## src/rtl/core_pipe_exec_mdu_pkg.sv

```systemverilog
// Shared encodings for the execute-stage multiply/divide unit.
// The op one-hot indices and the FSM state encoding live here.
package core_pipe_exec_mdu_pkg;

  localparam int MDU_OP_MUL    = 0;
  localparam int MDU_OP_MULH   = 1;
  localparam int MDU_OP_MULHSU = 2;
  localparam int MDU_OP_MULHU  = 3;
  localparam int MDU_OP_DIV    = 4;
  localparam int MDU_OP_DIVU   = 5;
  localparam int MDU_OP_REM    = 6;
  localparam int MDU_OP_REMU   = 7;
  localparam int MDU_OPS       = 8;

  // Group masks over the one-hot op vector.
  localparam logic [MDU_OPS-1:0] MDU_OP_D = 8'hF0;
  localparam logic [MDU_OPS-1:0] MDU_OP_R = 8'hC0;

  typedef enum logic [1:0] {
    MDU_ST_IDLE = 2'd0,
    MDU_ST_MUL  = 2'd1,
    MDU_ST_DIV  = 2'd2,
    MDU_ST_DONE = 2'd3
  } mdu_state_e;

endpackage

```

## src/rtl/core_pipe_exec_mdu_sign.sv

```systemverilog
// Operand conditioning: word extension, magnitudes, result sign flags and
// detection of the divide special cases (divide-by-zero, signed overflow).
module core_pipe_exec_mdu_sign
  import core_pipe_exec_mdu_pkg::*;
#(
  parameter int XLEN = 64
) (
  input  logic [MDU_OPS-1:0] op,
  input  logic               word,
  input  logic [XLEN-1:0]    rs1,
  input  logic [XLEN-1:0]    rs2,
  output logic [XLEN-1:0]    rs1_ext,
  output logic [XLEN-1:0]    mag1,
  output logic [XLEN-1:0]    mag2,
  output logic               neg_result,
  output logic               neg_rem,
  output logic               div_zero,
  output logic               div_ovf
);

  logic            sgn1, sgn2, is_div, is_rem, n1, n2;
  logic [XLEN-1:0] rs2_ext, min_mag;

  always_comb begin
    sgn1 = op[MDU_OP_MUL] | op[MDU_OP_MULH] | op[MDU_OP_MULHSU] | op[MDU_OP_DIV] | op[MDU_OP_REM];
    sgn2 = op[MDU_OP_MUL] | op[MDU_OP_MULH] | op[MDU_OP_DIV] | op[MDU_OP_REM];
    is_div = |(op & MDU_OP_D);
    is_rem = |(op & MDU_OP_R);

    rs1_ext = rs1;
    rs2_ext = rs2;
    if (word) begin
      rs1_ext = sgn1 ? XLEN'($signed(rs1[31:0])) : XLEN'(rs1[31:0]);
      rs2_ext = sgn2 ? XLEN'($signed(rs2[31:0])) : XLEN'(rs2[31:0]);
    end

    n1   = sgn1 & rs1_ext[XLEN-1];
    n2   = sgn2 & rs2_ext[XLEN-1];
    mag1 = n1 ? -rs1_ext : rs1_ext;
    mag2 = n2 ? -rs2_ext : rs2_ext;

    neg_rem    = n1;
    neg_result = is_rem ? n1 : (n1 ^ n2);

    // Magnitude of the most negative W-bit value is 2^(W-1).
    min_mag = '0;
    if (word) min_mag[31] = 1'b1;
    else      min_mag[XLEN-1] = 1'b1;

    div_zero = is_div && (rs2_ext == '0);
    div_ovf  = is_div && sgn2 && n1 && (mag1 == min_mag) && (rs2_ext == '1);
  end

endmodule

```

## src/rtl/core_pipe_exec_mdu.sv

```systemverilog
// Iterative multiply/divide unit for the execute stage: shift-add multiply
// retiring MUL_UNROLL bits per cycle, restoring divide one bit per cycle.
module core_pipe_exec_mdu
  import core_pipe_exec_mdu_pkg::*;
#(
  parameter int XLEN         = 64,
  parameter int MUL_UNROLL   = 1,
  parameter int FAST_SPECIAL = 1
) (
  input  logic            g_clk,
  input  logic            g_resetn,
  input  logic            valid,
  input  logic            new_instr,
  input  logic            op_mul,
  input  logic            op_mulh,
  input  logic            op_mulhsu,
  input  logic            op_mulhu,
  input  logic            op_div,
  input  logic            op_divu,
  input  logic            op_rem,
  input  logic            op_remu,
  input  logic            op_word,
  input  logic [XLEN-1:0] rs1,
  input  logic [XLEN-1:0] rs2,
  output logic            ready,
  output logic [XLEN-1:0] result,
  output logic [1:0]      fsm_state
);

  localparam int CW = $clog2(XLEN + 1);
  localparam int U  = MUL_UNROLL;
  localparam int AW = XLEN + MUL_UNROLL;

  mdu_state_e state, state_n;
  logic [MDU_OPS-1:0] op, op_r;
  logic word, word_r, neg_res_r, neg_rem_r;
  logic [CW-1:0] cnt, cnt_load;
  // hi/lo hold product halves for multiply, remainder/quotient for divide.
  logic [XLEN-1:0] hi, lo, mcand;

  logic [XLEN-1:0] rs1_ext, mag1, mag2;
  logic neg_result, neg_rem, div_zero, div_ovf, is_div_in, special;

  logic [AW-1:0] add_a, add_b, pp;
  logic          add_sub, div_ok;
  logic [AW:0]   add_sum;
  logic [XLEN-1:0] mul_hi_n, mul_lo_n, div_r_n, div_q_n;
  logic [2*XLEN-1:0] prod_u, prod_s;
  logic [XLEN-1:0] quo, rem, raw, fin, sp_raw, sp;

  assign op = {op_remu, op_rem, op_divu, op_div, op_mulhu, op_mulhsu, op_mulh, op_mul};
  assign word = (XLEN == 64) && op_word;
  assign is_div_in = |(op & MDU_OP_D);
  assign special = (FAST_SPECIAL != 0) && (div_zero || div_ovf);
  assign cnt_load = is_div_in ? CW'(word ? 32 : XLEN) : CW'((word ? 32 : XLEN) / U);
  assign ready = (state == MDU_ST_DONE);
  assign fsm_state = state;

  core_pipe_exec_mdu_sign #(.XLEN(XLEN)) u_sign (
    .op(op), .word(word), .rs1(rs1), .rs2(rs2),
    .rs1_ext(rs1_ext), .mag1(mag1), .mag2(mag2),
    .neg_result(neg_result), .neg_rem(neg_rem),
    .div_zero(div_zero), .div_ovf(div_ovf)
  );

  // Single adder: accumulate partial product in MUL, trial-subtract in DIV.
  always_comb begin
    pp = AW'(mcand) * AW'(lo[U-1:0]);
    if (state == MDU_ST_DIV) begin
      add_a   = AW'({hi, lo[XLEN-1]});
      add_b   = AW'(mcand);
      add_sub = 1'b1;
    end else begin
      add_a   = AW'(hi);
      add_b   = pp;
      add_sub = 1'b0;
    end
  end

  assign add_sum  = {1'b0, add_a} + {1'b0, add_sub ? ~add_b : add_b} + (AW+1)'(add_sub);
  assign mul_hi_n = add_sum[AW-1:U];
  assign mul_lo_n = {add_sum[U-1:0], lo[XLEN-1:U]};
  assign div_ok   = add_sum[AW];
  assign div_r_n  = div_ok ? add_sum[XLEN-1:0] : {hi[XLEN-2:0], lo[XLEN-1]};
  assign div_q_n  = {lo[XLEN-2:0], div_ok};

  // Final result from the values the last iteration is about to write.
  always_comb begin
    prod_u = {mul_hi_n, mul_lo_n};
    prod_s = neg_res_r ? -prod_u : prod_u;
    quo    = neg_res_r ? -div_q_n : div_q_n;
    rem    = neg_rem_r ? -div_r_n : div_r_n;
    raw    = quo;
    if (op_r[MDU_OP_MUL])
      raw = word_r ? XLEN'($signed(prod_s[XLEN-1 -: 32])) : prod_s[XLEN-1:0];
    else if (op_r[MDU_OP_MULH] || op_r[MDU_OP_MULHSU] || op_r[MDU_OP_MULHU])
      raw = prod_s[2*XLEN-1:XLEN];
    else if (|(op_r & MDU_OP_R))
      raw = rem;
    fin = word_r ? XLEN'($signed(raw[31:0])) : raw;

    sp_raw = (|(op & MDU_OP_R)) ? (div_zero ? rs1_ext : '0) : (div_zero ? '1 : rs1_ext);
    sp     = word ? XLEN'($signed(sp_raw[31:0])) : sp_raw;
  end

  always_comb begin
    state_n = state;
    case (state)
      MDU_ST_IDLE: if (valid && !ready)
        state_n = special ? MDU_ST_DONE : (is_div_in ? MDU_ST_DIV : MDU_ST_MUL);
      MDU_ST_MUL, MDU_ST_DIV: begin
        if (!valid) state_n = MDU_ST_IDLE;
        else if (cnt == CW'(1)) state_n = MDU_ST_DONE;
      end
      MDU_ST_DONE: if (new_instr || !valid) state_n = MDU_ST_IDLE;
      default: state_n = MDU_ST_IDLE;
    endcase
  end

  always_ff @(posedge g_clk) begin
    if (!g_resetn) state <= MDU_ST_IDLE;
    else           state <= state_n;
  end

  always_ff @(posedge g_clk) begin
    if (!g_resetn) begin
      cnt <= '0; hi <= '0; lo <= '0; mcand <= '0; op_r <= '0;
      word_r <= 1'b0; neg_res_r <= 1'b0; neg_rem_r <= 1'b0; result <= '0;
    end else begin
      case (state)
        MDU_ST_IDLE: if (valid && !ready) begin
          op_r      <= op;
          word_r    <= word;
          // Zero divisor keeps the all-ones quotient unsigned.
          neg_res_r <= neg_result && !div_zero;
          neg_rem_r <= neg_rem;
          hi        <= '0;
          mcand     <= is_div_in ? mag2 : mag1;
          lo        <= is_div_in ? (word ? (mag1 << (XLEN - 32)) : mag1) : mag2;
          cnt       <= cnt_load;
          if (special) result <= sp;
        end
        MDU_ST_MUL: if (valid) begin
          hi  <= mul_hi_n;
          lo  <= mul_lo_n;
          cnt <= cnt - CW'(1);
          if (cnt == CW'(1)) result <= fin;
        end
        MDU_ST_DIV: if (valid) begin
          hi  <= div_r_n;
          lo  <= div_q_n;
          cnt <= cnt - CW'(1);
          if (cnt == CW'(1)) result <= fin;
        end
        default: ;
      endcase
    end
  end

  // Exec only accepts an MDU instruction once the result is ready, and holds
  // operands stable from issue until acceptance.
  a_accept_ready: assert property (@(posedge g_clk) disable iff (!g_resetn)
    (valid && new_instr) |-> ready);
  a_stable_ops: assert property (@(posedge g_clk) disable iff (!g_resetn)
    (valid && state != MDU_ST_IDLE) |-> ($stable(rs1) && $stable(rs2) && $stable(op) && $stable(word)));

endmodule

```

## config.mk

```make
export PLATFORM = sky130hd
export DESIGN_NAME = core_pipe_exec_mdu
export DESIGN_NICKNAME = d
export VERILOG_FILES = /design/src/rtl/core_pipe_exec_mdu_pkg.sv /design/src/rtl/core_pipe_exec_mdu_sign.sv /design/src/rtl/core_pipe_exec_mdu.sv
export SDC_FILE = /design/constraint.sdc
export NUM_CORES = 2
export LEC_CHECK = 0
export ABC_AREA = 0
export BUFFER_PORTS_ARGS = -buffer_cell sky130_fd_sc_hd__buf_2
export CORE_ASPECT_RATIO = 1.4
export CORE_MARGIN = 5
export CORE_UTILIZATION = 25
export CTS_CLUSTER_SIZE = 30
export DETAILED_ROUTE_END_ITERATION = 6
export HOLD_SLACK_MARGIN = 0.02
export PLACE_DENSITY_LB_ADDON = 0.2
export SLEW_MARGIN = 0
export SYNTH_ARGS = -nofsm -noshare
export SYNTH_HDL_FRONTEND = slang
export SYNTH_SLANG_ARGS = --single-unit
```

## constraint.sdc

```tcl
create_clock -name g_clk -period 12.6 [get_ports g_clk]
set_input_delay 2.52 -clock g_clk [delete_from_list [all_inputs] [get_ports g_clk]]
set_output_delay 2.52 -clock g_clk [all_outputs]
set_load 0.01 [all_outputs]
```

Word level (Yosys, flattened, before mapping):

Index checks and enable logic that the tools add are counted.

* add/subtract/negate cells: 8
* multiply operators: 1
* equal/unequal tests: 14
* muxes and demuxes: 53
* bitwise gates (word level): 10
* reductions and logical operators: 27

Operators with widths (number)
* two-way mux 64 bit: 30
* case mux 64 bit (3 select lines): 2
* negation 64 bit: 4
* two-way mux 65 bit: 3
* two-way mux 128 bit: 1
* negation 128 bit: 1
* case mux 64 bit (2 select lines): 1
* adder 65 x 65 -> 66 bit: 1
* adder 66 x 1 -> 66 bit: 1
* multiplier 64 x 1 -> 65 bit: 1
* inverter 65 bit: 1
* equality test 64 bit: 1
* equality test 64 bit (second input constant): 1
* zero test 64 bit: 1
* two-way mux 63 bit: 1
* two-way mux 7 bit: 3
* case mux 7 bit (2 select lines): 1
* two-way mux 2 bit: 6
* inequality test 2 bit (second input constant): 4
* equality test 7 x 1 -> 1 bit (second input constant): 1
* logical AND 1 bit: 7
* subtractor 7 x 1 -> 7 bit (second input constant): 1
* inequality test 2 x 1 -> 1 bit (second input constant): 3
* OR 1 bit: 6
* 18 further kinds: 31

* flip-flop bits (word level): 276
* logic and storage cells: 123

Depth between registers and ports, before layout:

* depth after elaboration: 16
* gate-level depth with buffers: 34
* gate-level depth less buffers: 26

Hierarchy:

Synthesis repeated with hierarchy kept, for this count alone.

* cells, all modules: 5236
* area, all modules: 35357.7 µm²

By module, submodules not included
* core_pipe_exec_mdu: instances 1, cells an instance 4475, area an instance 30708.2 µm²
* core_pipe_exec_mdu_sign: instances 1, cells an instance 761, area an instance 4649.5 µm²

Worst setup path after synthesis:

OpenSTA, ideal clock, no wires.

* path type: register to register
* start: reg state[0] (netlist: fsm_state[0])
* end: reg result[54]
* arrival time: 7.538 ns
* data required time: 12.474 ns
* slack: 4.935 ns
* cell stages (with the launch flop): 33
* path buffers: 9
* cells stage by stage: dfxtp_1 inv_1 ha_1 clkbuf_1 clkbuf_1 buf_1 mux2_2 ha_1 clkbuf_1 a21oi_1 o21ai_0 a21oi_1 o211ai_1 a221oi_1 nand2_1 inv_1 clkbuf_1 clkbuf_1 clkbuf_1 clkbuf_1 buf_1 nor2_1 a21oi_1 ha_1 nand4_1 nor2_1 nand4_1 o21ai_0 nand3_1 nor4b_1 mux2_2 o211ai_1 a31oi_1

* cells in the longest elaborated chain, start to end: 16
* elaborated cells on any way between the ends: 35
* those cells by class: add/sub (5); eq/ne (7); mux (16); bitwise (1); reduce/logical (6)

RTL lines
* start: declaration: RTL line core_pipe_exec_mdu.sv:34 `mdu_state_e state, state_n;`
* start signal: assignment: RTL line core_pipe_exec_mdu.sv:122 `else state <= state_n;`
* equality test 2 bit: RTL line core_pipe_exec_mdu.sv:69, core_pipe_exec_mdu.sv:130
* two-way mux 65 bit: RTL line core_pipe_exec_mdu.sv:69 `if (state == MDU_ST_DIV) begin`
* inverter 65 bit: RTL line core_pipe_exec_mdu.sv:80 `assign add_sum = {1'b0, add_a} + {1'b0, add_sub ? ~add_b : add_b} + (AW+1)'(add_sub);`
* two-way mux 65 bit: RTL line core_pipe_exec_mdu.sv:80
* adder 65 x 65 -> 66 bit: RTL line core_pipe_exec_mdu.sv:80
* adder 66 x 1 -> 66 bit: RTL line core_pipe_exec_mdu.sv:80
* two-way mux 64 bit: RTL line core_pipe_exec_mdu.sv:84 `assign div_r_n = div_ok ? add_sum[XLEN-1:0] : {hi[XLEN-2:0], lo[XLEN-1]};`
* negation 64 bit: RTL line core_pipe_exec_mdu.sv:92 `rem = neg_rem_r ? -div_r_n : div_r_n;`
* two-way mux 64 bit: RTL line core_pipe_exec_mdu.sv:92
* two-way mux 64 bit: RTL line core_pipe_exec_mdu.sv:98 `else if (|(op_r & MDU_OP_R))`
* two-way mux 64 bit: RTL line core_pipe_exec_mdu.sv:96 `else if (op_r[MDU_OP_MULH] || op_r[MDU_OP_MULHSU] || op_r[MDU_OP_MULHU])`
* two-way mux 64 bit: RTL line core_pipe_exec_mdu.sv:94 `if (op_r[MDU_OP_MUL])`
* two-way mux 64 bit: RTL line core_pipe_exec_mdu.sv:100 `fin = word_r ? XLEN'($signed(raw[31:0])) : raw;`
* two-way mux 64 bit: RTL line core_pipe_exec_mdu.sv:147, core_pipe_exec_mdu.sv:153
* two-way mux 64 bit: RTL line core_pipe_exec_mdu.sv:143 `MDU_ST_MUL: if (valid) begin`
* case mux 64 bit (2 select lines): RTL line core_pipe_exec_mdu.sv:130 `case (state)`
* end signal: assignment: RTL line core_pipe_exec_mdu.sv:141 `if (special) result <= sp;`
* end signal: assignment: RTL line core_pipe_exec_mdu.sv:147 `if (cnt == CW'(1)) result <= fin;`
* end signal: assignment: RTL line core_pipe_exec_mdu.sv:153 `if (cnt == CW'(1)) result <= fin;`
* end: declaration: RTL line core_pipe_exec_mdu.sv:26 `output logic [XLEN-1:0] result,`

Several ways; a longest one is shown, not always the timed one. The select of a mux whose other input is x is not followed.
A chain may end at the register's enable or synchronous reset.

Worst setup path after layout:

* start: in rs1[6]
* end: reg result[37]

* cells in the longest elaborated chain, start to end: 10

RTL lines
* start: declaration: RTL line core_pipe_exec_mdu.sv:23 `input logic [XLEN-1:0] rs1,`
* two-way mux 64 bit: RTL line core_pipe_exec_mdu_sign.sv:33 `rs1_ext = sgn1 ? XLEN'($signed(rs1[31:0])) : XLEN'(rs1[31:0]);`
* two-way mux 64 bit (*): RTL line core_pipe_exec_mdu_sign.sv:32 `if (word) begin`
* negation 64 bit: RTL line core_pipe_exec_mdu_sign.sv:39 `mag1 = n1 ? -rs1_ext : rs1_ext;`
* two-way mux 64 bit (*): RTL line core_pipe_exec_mdu_sign.sv:39
* equality test 64 bit (*): RTL line core_pipe_exec_mdu_sign.sv:51 `div_ovf = is_div && sgn2 && n1 && (mag1 == min_mag) && (rs2_ext == '1);`
* logical AND 1 bit (*) (2 in a row): RTL line core_pipe_exec_mdu_sign.sv:51
* logical OR 1 bit (*): RTL line core_pipe_exec_mdu.sv:54 `assign special = (FAST_SPECIAL != 0) && (div_zero || div_ovf);`
* inequality test 2 bit (no line) (*)
* AND reduction 5 bit (no line) (*)

Every way passes the cells marked *; elsewhere a longest branch is shown, timed or not.

==> metrics.yaml <==
status: "completed"
syn_to_final_growth_pct: 10.6
worstSetupEndpointType: "register"
nets: 5158
ios: 208
grt_max_degree: 95
layout-drive-gt1-share_pct: 10.9
cp_max_fo: 85
synth_top_area_cell: "dfxtp_1"
ys_seq_area_share_pct: 16.3
ys_async_sr_fraction_pct: 0
slew_headroom_pct: 6.03
post_drt_wl_per_cell_um: 30.7
synth_commonest_cells: "nand2_1 (667), nor2_1 (556), a21oi_1 (462), o21ai_0 (406), clkbuf_1 (380)"
fin_area_um2: 37100
vias: 40238
critPathKind: "in -> reg"
max_cap_violations: 0
post_cts_buffers: 0
setup_violations: 0
wl_um: 207000
ys_warn_count: 0
via_per_inst: 5.98
layout_min_cycle_time_ps: 9170
r2r_setup_slack_ps: 3800
dp_slack_ps: 2780
yosysMostFrequentCell: "nand2_1"
insertion_delay_ps: 660
start_util_pct: 25.1
multiInputGateArea_um2: 26300
pwr_density_cell_nw_per_um2: 119
power.leakage_nw: 13.4
report.final.slew_viol_count: 0
synth_area_um2: 33600
worst-r2r-cell-count: 29
r2r_end: "result[54]$_SDFFE_PN0P_"
finalSetupTns_ps: 0
antenna_found_initial: 9
irDropWorstVdd_mv: 0.125
fp.dieW_um: 320
drtAntennaViolNets: 0
rsz0062_at_grt: "false"
synth_top_area_share_pct: 16.3
cts_tree: "yes"
synth_cells: 5042
whs_ps: 475
crit_path_start: "rs1[6]"
seqCellArea_um2: 5490
htreeDepth: 1
fin_total_pwr_w: 0.00442
grt_pass1_vias: 38721
cts.sink_count: 274
ys_types: 107
synth-edff-count: 0
synthFlopType: "dfxtp_1"
hold_buffers: 0
track_usage_pct: 27.6
hpwl_um: 167000
grt_overflow_total: 0
firstDrtPassIters: 6
endpoint: "result[37]$_SDFFE_PN0P_"
port_buffers: 207
fmax_mhz: 109
synthTopCellsByArea: "dfxtp_1 (16%), nand2_1 (7.5%), a21oi_1 (6.9%)"
grt_pass1_wl_um: 290000
rows: 159
clkTransAtPathRegs_ps: 80
hp-class: "reg -> reg"
cts_buffers: 30
drt_iter0_drc: 3508
start_kind: "primary input"
core_um2: 134000
critPathRequiredTime_ps: 13130
die_area_um2: 142000
synth_nets: 5264
synth_seq_cells: 274
die_h_um: 444
nFillCells: 15052
place_congestion: 1.01
skew_ps: 36.3
clockBufferDepth: 3
cts_resized: 0
finalCritPeriodShare_pct: 72.8
hold_viol: 0
fin_ws_ps: 3430
cts-root-buf: "clkbuf_16"
syn_area_per_cell_um2: 6.66
place_area_um2: 36000
drc: 0
arrival_ps: 9700
worst_pin_slew_ps: 1390
rr_startpoint: "fsm_state[0]$_SDFFE_PN0P_"
-- flip-flops by register name, summed over array words and instances, names as in the netlist --
signal and count:
cnt 7, fsm_state 2, hi 64, lo 64, mcand 64, neg_rem_r 1
neg_res_r 1, op_r 6, result 64, word_r 1
-- logic make-up after synthesis --
family / share of synthesized area, %
simple gates: 26.5
compound gates: 33.4
buf+inv: 5.71
xor+xnor: 9.58
flops: 16.3
mux: 4.71
fa+ha+maj: 3.79
-- routing by layer --
metal	part of all wire (%)	track usage [%]	wire length, µm
met1	38	32.3	79600
met2	46	45.9	95300
met3	5.2	2.40	10700
met5	0.011	0	23
met4	10	22.2	21200
-- worst min-delay path by stage --
stage / startpoint / endpoint / slack (ps) / cells past startpoint
after floorplan: mcand[17]$_SDFFE_PN0P_ / mcand[17]$_SDFFE_PN0P_ / 440 / 2
after global placement: result[16]$_SDFFE_PN0P_ / result[16]$_SDFFE_PN0P_ / 460 / 2
after detailed placement: result[9]$_SDFFE_PN0P_ / result[9]$_SDFFE_PN0P_ / 470 / 2
after CTS: result[9]$_SDFFE_PN0P_ / result[9]$_SDFFE_PN0P_ / 480 / 2
after global routing: result[9]$_SDFFE_PN0P_ / result[9]$_SDFFE_PN0P_ / 500 / 2
final: result[16]$_SDFFE_PN0P_ / result[16]$_SDFFE_PN0P_ / 480 / 2
-- power breakdown --
group	leakage (nW)	total [W]	switching [W]	internal (W)
Clock	0.514	0.00102	0.000452	0.000568
Sequential	2.24	0.00115	0.000199	0.000951
Combinational	10.7	0.00225	0.00159	0.000659
Total	13.4	0.00442	0.00224	0.00218
-- stage by stage --
step,util (%),std cells
after global placement,26.9,6674
final,27.7,6734
after global routing,27.7,6732
after floorplan,-,5042
after CTS,27.7,6731
after detailed placement,26.9,6675
-- worst max-delay path, cell delays in order --
cell	delay [ps]
buf_2	160
or4_1	600
nor3_2	450
and3_1	450
a31oi_1	160
xor2_1	220
ha_1	340
nand3_1	80
nor4_1	180
nand3_1	100
a2111oi_0	530
o2111a_1	270
nand4b_1	220
o41ai_1	1180
nor2_1	240
a211oi_4	280
buf_12	370
a21boi_2	230
buf_4	290
o21ai_2	300
a311oi_1	310
a21oi_1	100
-- cell type report --
type	instances	area share, %
diodes	3	0.0202
clock buffers	43	2.37
clock inverters	13	0.496
inverters	54	0.566
multi-input cells	4268	70.9
flip-flops and latches	274	14.8
well taps	1771	5.97
repair buffers	308	4.87
-- layout by cell type, fill, tap and decap left out, types with 83 or more instances in the layout --
cell      instances
o21ai_0         406
nor2_1          551
nor3_1          184
xor2_1          178
buf_2           207
mux2_2           83
dfxtp_1         271
a21oi_1         460
buf_4           100
a211oi_1        103
xnor2_1         189
nand2_1         665
nand3_1          91
No activity file was read; power rests on OpenSTA's default activity.
